<file path="config.mk">
export PLATFORM = sky130hd
export DESIGN_NAME = mem_stage_flat
export DESIGN_NICKNAME = d
export VERILOG_FILES = /design/src/rtl/mem_stage_pkg.sv /design/src/rtl/mem_stage_if.sv /design/src/rtl/mem_stage_req_fsm.sv /design/src/rtl/mem_stage.sv /design/src/flat_wrapper.sv
export SDC_FILE = /design/constraint.sdc
export NUM_CORES = 1
export LEC_CHECK = 0
export BUFFER_PORTS_ARGS = -buffer_cell sky130_fd_sc_hd__buf_4
export CORE_ASPECT_RATIO = 1.2
export CORE_MARGIN = 4
export CORE_UTILIZATION = 35
export CTS_BUF_LIST = sky130_fd_sc_hd__clkbuf_16
export CTS_CLUSTER_DIAMETER = 100
export DETAILED_ROUTE_END_ITERATION = 16
export MAX_ROUTING_LAYER = met4
export PLACE_DENSITY = 0.65
export SLEW_MARGIN = 20
export SYNTH_ARGS = -nofsm -noshare
export SYNTH_HDL_FRONTEND = slang
export SYNTH_HIERARCHICAL = 1
export SYNTH_SLANG_ARGS = --single-unit
</file>
<file path="constraint.sdc">
create_clock -name clk -period 2.5 [get_ports clk]
set_clock_uncertainty 0.15 [all_clocks]
set_input_delay 0.5 -clock clk [delete_from_list [all_inputs] [get_ports clk]]
set_output_delay 0.5 -clock clk [all_outputs]
set_load 0.03 [all_outputs]
</file>
<file path="src/rtl/mem_stage_pkg.sv">
// Shared definitions for the memory stage and its neighbours in the pipeline:
// opcode constants, request FSM state encoding, write-back payload and decode helpers.
package mem_stage_pkg;

  localparam int unsigned DATA_W = 32;
  localparam int unsigned REG_W  = 5;
  localparam int unsigned OP_W   = 7;
  localparam int unsigned CNT_W  = 4;

  localparam logic [OP_W-1:0] OP_ADD = 7'h00;
  localparam logic [OP_W-1:0] OP_SUB = 7'h01;
  localparam logic [OP_W-1:0] OP_MUL = 7'h02;
  localparam logic [OP_W-1:0] OP_LDW = 7'h10;
  localparam logic [OP_W-1:0] OP_STW = 7'h11;
  localparam logic [OP_W-1:0] OP_NOP = 7'h3F;

  typedef enum logic [1:0] {
    S_IDLE = 2'd0,
    S_REQ  = 2'd1,
    S_WAIT = 2'd2
  } mem_state_t;

  typedef struct packed {
    logic [REG_W-1:0]  dst;
    logic [DATA_W-1:0] data;
  } wb_t;

  function automatic logic is_alu_op(input logic [OP_W-1:0] op);
    return (op == OP_ADD) || (op == OP_SUB) || (op == OP_MUL);
  endfunction

  function automatic logic is_mem_op(input logic [OP_W-1:0] op);
    return (op == OP_LDW) || (op == OP_STW);
  endfunction

endpackage

</file>
<file path="src/rtl/mem_stage_if.sv">
// Data-memory bus between the memory stage (master) and the data memory (slave).
//   req/we/addr/wdata : request, held stable until gnt
//   gnt               : request accepted this cycle
//   rvalid/rdata      : load data return
interface mem_stage_if #(
  parameter int unsigned ADDR_W = 32
) ();
  import mem_stage_pkg::*;

  logic              req;
  logic              we;
  logic [ADDR_W-1:0] addr;
  logic [DATA_W-1:0] wdata;
  logic              gnt;
  logic              rvalid;
  logic [DATA_W-1:0] rdata;

  modport master (output req, we, addr, wdata, input gnt, rvalid, rdata);
  modport slave  (input req, we, addr, wdata, output gnt, rvalid, rdata);
endinterface

</file>
<file path="src/rtl/mem_stage_req_fsm.sv">
// Data-memory request sequencer: IDLE/REQ/WAIT with a timeout counter.
//   mem_op      : LDW/STW presented this cycle (only accepted in IDLE)
//   is_store    : 1 = STW
//   addr_in/wdata_in/dst_in : access operands, latched on acceptance
//   dmem        : data-memory bus master
//   stall       : combinational, busy or accepting an access this cycle
//   ld_done_c   : combinational, load data returns this cycle; ld_wb_c holds dst/data
//   mem_err     : sticky timeout flag
module mem_req_fsm
  import mem_stage_pkg::*;
#(
  parameter int unsigned ADDR_W      = 32,
  parameter int unsigned REQ_TIMEOUT = 15
) (
  input  logic               clk,
  input  logic               rst,
  input  logic               mem_op,
  input  logic               is_store,
  input  logic [DATA_W-1:0]  addr_in,
  input  logic [DATA_W-1:0]  wdata_in,
  input  logic [REG_W-1:0]   dst_in,
  mem_stage_if.master        dmem,
  output logic               stall,
  output logic               ld_done_c,
  output wb_t                ld_wb_c,
  output logic               mem_err
);

  mem_state_t        state_q, state_d;
  logic              start, done_st, timeout;
  logic              we_q, err_q;
  logic [ADDR_W-1:0] addr_q;
  logic [DATA_W-1:0] wdata_q;
  logic [REG_W-1:0]  dst_q;
  logic [CNT_W-1:0]  cnt_q;

  // State register
  always_ff @(posedge clk or posedge rst) begin
    if (rst) state_q <= S_IDLE;
    else     state_q <= state_d;
  end

  // Next state; completion wins over timeout on the last allowed cycle
  always_comb begin
    state_d = state_q;
    case (state_q)
      S_IDLE: if (start) state_d = S_REQ;
      S_REQ: begin
        if (done_st || ld_done_c || timeout) state_d = S_IDLE;
        else if (dmem.gnt)                   state_d = S_WAIT;
      end
      S_WAIT: if (ld_done_c || timeout) state_d = S_IDLE;
      default: state_d = S_IDLE;
    endcase
  end

  // Outputs and completion events decoded from the current state
  always_comb begin
    start     = 1'b0;
    stall     = 1'b0;
    done_st   = 1'b0;
    ld_done_c = 1'b0;
    case (state_q)
      S_IDLE: begin
        start = mem_op;
        stall = mem_op;
      end
      S_REQ: begin
        stall     = 1'b1;
        done_st   = dmem.gnt & we_q;
        ld_done_c = dmem.gnt & dmem.rvalid & ~we_q;
      end
      S_WAIT: begin
        stall     = 1'b1;
        ld_done_c = dmem.rvalid;
      end
      default: ;
    endcase
    timeout = (state_q != S_IDLE) && !done_st && !ld_done_c &&
              (cnt_q == CNT_W'(REQ_TIMEOUT - 1));
  end

  // Access operands, timeout counter and sticky error
  always_ff @(posedge clk or posedge rst) begin
    if (rst) begin
      we_q    <= 1'b0;
      addr_q  <= '0;
      wdata_q <= '0;
      dst_q   <= '0;
      cnt_q   <= '0;
      err_q   <= 1'b0;
    end else begin
      if (start) begin
        we_q    <= is_store;
        addr_q  <= ADDR_W'({addr_in[DATA_W-1:2], 2'b00});
        wdata_q <= wdata_in;
        dst_q   <= dst_in;
      end
      if (state_d == S_IDLE)      cnt_q <= '0;
      else if (state_q != S_IDLE) cnt_q <= cnt_q + CNT_W'(1);
      if (timeout) err_q <= 1'b1;
    end
  end

  assign dmem.req   = (state_q == S_REQ);
  assign dmem.we    = we_q;
  assign dmem.addr  = addr_q;
  assign dmem.wdata = wdata_q;
  assign ld_wb_c    = '{dst: dst_q, data: dmem.rdata};
  assign mem_err    = err_q;

endmodule

</file>
<file path="src/rtl/mem_stage.sv">
// Pipeline stage 4: passes ALU results, performs LDW/STW on the data memory and
// drives write-back plus the mem-stage bypass pair.
//   ex_*        : Execution stage output
//   dmem        : data-memory bus master
//   wb_*        : write-back entry (one-cycle pulse per instruction)
//   bp_*_mem    : bypass tag/value, zero when no write-back
//   stall       : hold stages 1-3 while an access is outstanding
//   mem_err     : sticky memory timeout
module mem_stage
  import mem_stage_pkg::*;
#(
  parameter int unsigned ADDR_W      = 32,
  parameter int unsigned REQ_TIMEOUT = 15
) (
  input  logic               clk,
  input  logic               rst,
  input  logic               ex_valid,
  input  logic [OP_W-1:0]    ex_opcode,
  input  logic [DATA_W-1:0]  ex_result,
  input  logic [DATA_W-1:0]  ex_store,
  input  logic [REG_W-1:0]   ex_dst,
  mem_stage_if.master        dmem,
  output logic               wb_valid,
  output logic [REG_W-1:0]   wb_dst,
  output logic [DATA_W-1:0]  wb_data,
  output logic [REG_W-1:0]   bp_reg_mem,
  output logic [DATA_W-1:0]  bp_data_mem,
  output logic               stall,
  output logic               mem_err
);

  logic mem_op_c, alu_wb_c, ld_done_c;
  wb_t  ld_wb_c, wb_q;
  logic wb_valid_q;

  assign mem_op_c = ex_valid & is_mem_op(ex_opcode);
  // Writes to r0 are dropped; ex_* is ignored while the stage is stalled
  assign alu_wb_c = ex_valid & is_alu_op(ex_opcode) & (ex_dst != '0) & ~stall;

  mem_req_fsm #(
    .ADDR_W      (ADDR_W),
    .REQ_TIMEOUT (REQ_TIMEOUT)
  ) u_req_fsm (
    .clk       (clk),
    .rst       (rst),
    .mem_op    (mem_op_c),
    .is_store  (ex_opcode == OP_STW),
    .addr_in   (ex_result),
    .wdata_in  (ex_store),
    .dst_in    (ex_dst),
    .dmem      (dmem),
    .stall     (stall),
    .ld_done_c (ld_done_c),
    .ld_wb_c   (ld_wb_c),
    .mem_err   (mem_err)
  );

  // Write-back register; payload zeroed when idle so the bypass pair reads 0/0
  always_ff @(posedge clk or posedge rst) begin
    if (rst) begin
      wb_valid_q <= 1'b0;
      wb_q       <= '0;
    end else begin
      wb_valid_q <= alu_wb_c | ld_done_c;
      if (ld_done_c)     wb_q <= ld_wb_c;
      else if (alu_wb_c) wb_q <= '{dst: ex_dst, data: ex_result};
      else               wb_q <= '0;
    end
  end

  assign wb_valid    = wb_valid_q;
  assign wb_dst      = wb_q.dst;
  assign wb_data     = wb_q.data;
  assign bp_reg_mem  = wb_q.dst;
  assign bp_data_mem = wb_q.data;

endmodule
</file>
<file path="src/flat_wrapper.sv">
// flat-port wrapper written by rule: the top's interface ports become plain ports
module mem_stage_flat import mem_stage_pkg::*;
#(
  parameter int unsigned ADDR_W      = 32,
  parameter int unsigned REQ_TIMEOUT = 15
)
  (clk, rst, ex_valid, ex_opcode, ex_result, ex_store, ex_dst, wb_valid, wb_dst, wb_data, bp_reg_mem, bp_data_mem, stall, mem_err, dmem_req, dmem_we, dmem_addr, dmem_wdata, dmem_gnt, dmem_rvalid, dmem_rdata);
  mem_stage_if #(.ADDR_W(ADDR_W)) dmem_i ();
  input  logic clk;
  input  logic rst;
  input  logic ex_valid;
  input  logic [OP_W-1:0] ex_opcode;
  input  logic [DATA_W-1:0] ex_result;
  input  logic [DATA_W-1:0] ex_store;
  input  logic [REG_W-1:0] ex_dst;
  output logic wb_valid;
  output logic [REG_W-1:0] wb_dst;
  output logic [DATA_W-1:0] wb_data;
  output logic [REG_W-1:0] bp_reg_mem;
  output logic [DATA_W-1:0] bp_data_mem;
  output logic stall;
  output logic mem_err;
  output wire logic [$bits(dmem_i.req)-1:0] dmem_req;
  output wire logic [$bits(dmem_i.we)-1:0] dmem_we;
  output wire logic [$bits(dmem_i.addr)-1:0] dmem_addr;
  output wire logic [$bits(dmem_i.wdata)-1:0] dmem_wdata;
  input wire logic [$bits(dmem_i.gnt)-1:0] dmem_gnt;
  input wire logic [$bits(dmem_i.rvalid)-1:0] dmem_rvalid;
  input wire logic [$bits(dmem_i.rdata)-1:0] dmem_rdata;
  assign dmem_req = dmem_i.req;
  assign dmem_we = dmem_i.we;
  assign dmem_addr = dmem_i.addr;
  assign dmem_wdata = dmem_i.wdata;
  assign dmem_i.gnt = dmem_gnt;
  assign dmem_i.rvalid = dmem_rvalid;
  assign dmem_i.rdata = dmem_rdata;
  mem_stage #(.ADDR_W(ADDR_W), .REQ_TIMEOUT(REQ_TIMEOUT)) u_core (.clk(clk), .rst(rst), .ex_valid(ex_valid), .ex_opcode(ex_opcode), .ex_result(ex_result), .ex_store(ex_store), .ex_dst(ex_dst), .dmem(dmem_i), .wb_valid(wb_valid), .wb_dst(wb_dst), .wb_data(wb_data), .bp_reg_mem(bp_reg_mem), .bp_data_mem(bp_data_mem), .stall(stall), .mem_err(mem_err));
endmodule
</file>
# Word-level counts from Yosys, hierarchy flattened
# Cells that the tools add are included.
[totals]
output_inout_bits = 143
inputBits = 113
reg_bits = 113
[op_classes]
n_eq_ne = 7
n_addsub = 1
reduce_logical = 18
muxes = 13
n_bitwise = 10
[ops]
columns = ["operator", "count"]
rows = [
  ["$mux W37", 2],
  ["$eq A7 B5 Y1 const B", 2],
  ["$mux W2", 4],
  ["$mux W4", 2],
  ["$and A1 B1 Y1", 7],
  ["$eq A7 B1 Y1 const B", 1],
  ["$eq A7 B2 Y1 const B", 1],
  ["$logic_not A7 Y1", 1],
  ["$logic_or A1 B1 Y1", 6],
  ["$pmux W2 S3", 1],
  ["$reduce_bool A5 Y1", 1],
  ["$add A4 B1 Y4 const B", 1],
  ["$eq A4 B4 Y1 const B", 1],
  ["$logic_not A2 Y1", 2],
  ["$pmux W1 S2", 2],
  ["$reduce_bool A2 Y1", 2],
  ["$logic_and A1 B1 Y1", 3],
  ["$eq A2 B1 Y1 const B", 1],
  ["$eq A2 B2 Y1 const B", 1],
  ["$logic_not A1 Y1", 2],
  ["$mux W1", 2],
  ["$not A1 Y1", 2],
  ["$reduce_or A2 Y1", 1],
  ["$or A1 B1 Y1", 1],
]

# Depth between registers and ports, before layout
[logic_depth]
ltp_word = 11
ltp_mapped = 10
mapped_depth_nobuf = 8

# Hierarchy
# The synthesis kept the hierarchy.
[modules_own_cells]
columns = ["module", "area_per_inst_um2", "instances", "cells_each"]
rows = [
  ["mem_req_fsm", 3355.7, 1, 237],
  ["mem_stage", 2090.8, 1, 211],
]

# Least setup slack after synthesis
# Ideal clock, no wire load.
[synth_path]
kind = "input -> register"
from = "input ex_opcode[5]"
to = "register u_core.wb_q, in the netlist u_core/bp_data_mem[20]"
path_stages = 9
setup_slack_ns = -0.018
arrival_ns = 2.221
setup_ns = 0.147
path_cell_list = "nor4_4 and4b_1 a21oi_1 nor2_1 nor2_1 nand4_1 buf_2 buf_6 o41ai_2"
[synth_via]
elab_chain_len = 8
[synth_lines]
columns = ["item", "line_no", "source"]
rows = [
  ["start: declaration", "flat_wrapper.sv:12", "input logic [OP_W-1:0] ex_opcode;"],
  ["$eq A7 B5 Y1", "mem_stage_pkg.sv:33", "return (op == OP_LDW) || (op == OP_STW);"],
  ["$logic_or A1 B1 Y1 *", "mem_stage_pkg.sv:33", ""],
  ["$and A1 B1 Y1 *", "mem_stage.sv:36", "assign mem_op_c = ex_valid & is_mem_op(ex_opcode);"],
  ["net u_core.mem_op_c", "mem_stage.sv:32", "logic mem_op_c, alu_wb_c, ld_done_c;"],
  ["$pmux W1 S2 *", "mem_stage_req_fsm.sv:63", "case (state_q)"],
  ["net stall", "flat_wrapper.sv:21", "output logic stall;"],
  ["$not A1 Y1 *", "mem_stage.sv:38", "assign alu_wb_c = ex_valid & is_alu_op(ex_opcode) & (ex_dst != '0) & ~stall;"],
  ["$and A1 B1 Y1 *", "mem_stage.sv:38", ""],
  ["$mux W37 *", "mem_stage.sv:66", "else if (alu_wb_c) wb_q <= '{dst: ex_dst, data: ex_result};"],
  ["$mux W37 *", "mem_stage.sv:65", "if (ld_done_c) wb_q <= ld_wb_c;"],
  ["end signal: assignment", "mem_stage.sv:65", ""],
  ["end signal: assignment", "mem_stage.sv:66", ""],
  ["end: declaration", "mem_stage.sv:33", "wb_t ld_wb_c, wb_q;"],
]
# The timed path passes the listed nets; every way through them passes the cells marked *.
# A chain may end at the register's enable or synchronous reset.

# Final worst setup path
[layout_path]
from = "register u_core.u_req_fsm.state_q[0]"
to = "output stall"
[layout_via]
elab_chain_len = 3
[layout_lines]
columns = ["item", "line_no", "source"]
rows = [
  ["start: declaration", "mem_stage_req_fsm.sv:29", "mem_state_t state_q, state_d;"],
  ["start signal: assignment", "mem_stage_req_fsm.sv:40", "else state_q <= state_d;"],
  ["$eq A2 B1 Y1 or $eq A2 B2 Y1 (tied branches)", "mem_stage_req_fsm.sv:63", ""],
  ["$reduce_or A2 Y1 (no line)", "-", ""],
  ["$pmux W1 S2 *", "mem_stage_req_fsm.sv:63", ""],
  ["end: declaration", "flat_wrapper.sv:21", ""],
]
# Mark *: on every way between the ends. The rest lies on a longest branch, timed or not.

==> reports/metrics.cfg <==
[clocking]
cts.clk_slew.worst_paths_ns = 0.05
cts_tree = built
holdBufCountCts = 0
post_cts_resize_count = 0
clk_latency_ns = 0.40
cts_made_buffers = 17
post_cts_buffers = 0
cts-root-buf = clkbuf_16
cts.path.max_buffers = 2
cts_sinks = 113
cts_max_level = 4

[drt]
vias_per_cell = 4.58
vias = 3909
wl_per_cell_um = 16.3
drc = 0
drt_iter0_drc = 107
dr.pass1.iters = 4
wl_mm = 13.9
ant_nets = 0

[placed_design]
dp_hpwl_mm = 10.3
portBuffers = 253
gp_congestion = 0.737
placedCellCount = 821

[sta]
min_period_ns = 2.34
fmax_mhz = 427
rsz0062_at_grt = yes
hold_viol = 0
fin_crit_sh_pct = 93.7
relSlewSlack_pct = 65.9
final-setup-viol-count = 0
tightest_slew_ns = 0.512
drv_slew = 0

[critical_path]
cp.depth = 5
path_buf_inv = 2
slowest_delay_ns = 0.43
crit_chain = inv_1, ha_1, a21oi_1, nor2_2, buf_4
critical-path-top-delay-family = flip-flops
crit_path_start_kind = flip-flop
endpoint_kind = output pin
cp.arrival_ns = 1.69
critPathKind = flip-flop to output pin
critPathRequiredTime_ns = 1.85
worstPathMaxFanout = 6
critPathSlowestCell = dfrtp_1
ff2ff_path_depth = 8

[power]
irDropWorstVdd_v = 0.000499
leakagePower_nw = 4.17
power_mw = 6.61
pwr_density_cell_nw_per_um2 = 861

[synth]
async_flop_share_pct = 100
syn_area_per_cell_um2 = 12.2
synth_cells = 448
synth_cell_types = 41
synthesis.area_um2 = 5450
synth_seq_cells = 113
yosys_warnings = 6
synth_top_flop_cell = dfrtp_1
synth-edff-count = 0
seq_area_frac_synth_pct = 51.9

[flow_run]
cap_violations = 0

[cells_and_area]
fin_cells = 853
drive_above_1_share_pct = 58.7
antenna_cells = 0
fin_nets = 755
syn_to_final_growth_pct = 41.0

[die]
core_area_um2 = 15100
die_y_um = 145
initial_core_util_pct = 36.0
io_pins = 256
core.rowCount = 49
die_w_um = 122
dieArea_um2 = 17600

[global_routing]
grt_max_degree = 76
grt_util_all_layers_pct = 16.0
busiest_layer = met2
grtUsageMet1_pct = 18.2
use_met3_pct = 4.28
grt-ovfl-total = 0
grt_pass1_wl_mm = 21.1
antenna_found_initial = 0
grt_pass1_vias = 4169
use_met2_pct = 27.3

[hold_path]
holdCritPathClass = input port to async pin

[run_status]
status = finished, final reports clean

-- worst paths after layout --
path                       slack, ns                        start                        endpoint
setup reg to reg                0.21  u_core/u_req_fsm/state_q[0]           u_core/bp_data_mem[2]
hold / removal                  0.04                          rst  u_core/u_req_fsm/dmem.addr[17]
hold reg to reg                 0.32     u_core/u_req_fsm/mem_err        u_core/u_req_fsm/mem_err
min in group clk                0.14               dmem_rdata[28]          u_core/bp_data_mem[28]
max in group asynchronous       1.75                          rst            u_core/bp_reg_mem[0]
setup / recovery                0.16  u_core/u_req_fsm/state_q[0]                           stall
-- flip-flops by register name (all words and copies together), names as in the netlist --
| signal | count |
|---|---|
| u_core/wb_valid | 1 |
| u_core/bp_data_mem | 32 |
| u_core/bp_reg_mem | 5 |
| u_core/u_req_fsm/state_q | 2 |
| u_core/u_req_fsm/dmem.addr | 30 |
| u_core/u_req_fsm/cnt_q | 4 |
| u_core/u_req_fsm/dmem.wdata | 32 |
| u_core/u_req_fsm/mem_err | 1 |
| u_core/u_req_fsm/dmem.we | 1 |
| u_core/u_req_fsm/dst_q | 5 |
-- final cells by class --
type,count,area (um2)
sequential,113,2830
clock inverter,15,173
inverter,40,154
multi-input combinational,202,1820
fill,1342,7460
clock buffer,17,425
tap,204,255
timing repair buffer,262,2030
-- where the power goes --
part / internal, mW / switching, mW
registers: 2.09 / 0.160
clock network: 1.64 / 0.804
logic: 0.801 / 1.12
-- logic make-up after synthesis --
logic type	Yosys count	share of synthesized area, %
and+or+nand+nor	67	6.43
xor gates and xnor gates	3	0.483
other	1	0.0689
AOI/OAI and AO/OA	56	10.5
buffers and inverters	134	15.2
adders and majority gates	6	1.38
muxes	68	14.1
DFF	113	51.9
-- worst register-to-register path: stages, from the launching register on --
cell     delay, ns
dfrtp_1       0.43
inv_1         0.12
ha_1          0.35
a21oi_1       0.16
nor2_2        0.06
nor2_1        0.08
nand4_1       0.21
buf_12        0.26
o41ai_1       0.35
-- through the flow --
step / hold slack [ns] / cell area, um2 / setup WS (ns) / util, % / TNS, ns
floorplan: 0.294 / 5460 / 0.0964 / - / 0
global placement: 0.300 / 7080 / 0.278 / 46.8 / 0
detailed placement: 0.308 / 7080 / 0.184 / 46.8 / 0
CTS: 0.0742 / 7680 / 0.125 / 50.7 / 0
global route: 0.112 / 7680 / -0.0212 / 50.7 / -0.0686
finish: 0.0423 / 7680 / 0.159 / 50.7 / 0
-- cell usage in the layout, fill, tap and decap left out, drive strengths merged, types with 2 or more instances in the layout --
cell,synthesis,routed
clkinv,0,10
and4b,2,2
nor2b,2,2
nand4,2,2
clkbuf,9,17
bufinv,0,4
clkinvlp,0,3
nand2b,6,6
xor2,2,2
nor2,7,7
mux2,68,68
ha,6,6
and3,2,2
o41ai,33,33
conb,1,2
o21ai,7,7
inv,40,38
dfrtp,113,113
nand2,41,41
buf,85,262
a21oi,7,7
-- layer usage --
layer,wire [um],vias up
li1,-,1829
met1,5370,1894
met4,158,0
met2,7310,171
met3,1080,15
met5,0,-
-- Yosys cell counts, types with 2 or more instances --
cell type    n  area [um2]
dfrtp_1    113        2830
buf_4       74         556
mux2_2      66         743
nand2_1     40         150
inv_1       39         146
o41ai_1     18         158
o41ai_2     15         244
clkbuf_1     9        33.8
a21oi_1      7        35.0
o21ai_0      7        35.0
buf_2        6        30.0
ha_1         6        75.1
nand2b_1     6        37.5
nor2_1       6        22.5
buf_6        5        56.3
and4b_1      2        20.0
mux2_1       2        22.5
nand4_1      2        12.5
nor2b_1      2        12.5
xor2_1       2        17.5
No activity file was read; power rests on OpenSTA's default activity.
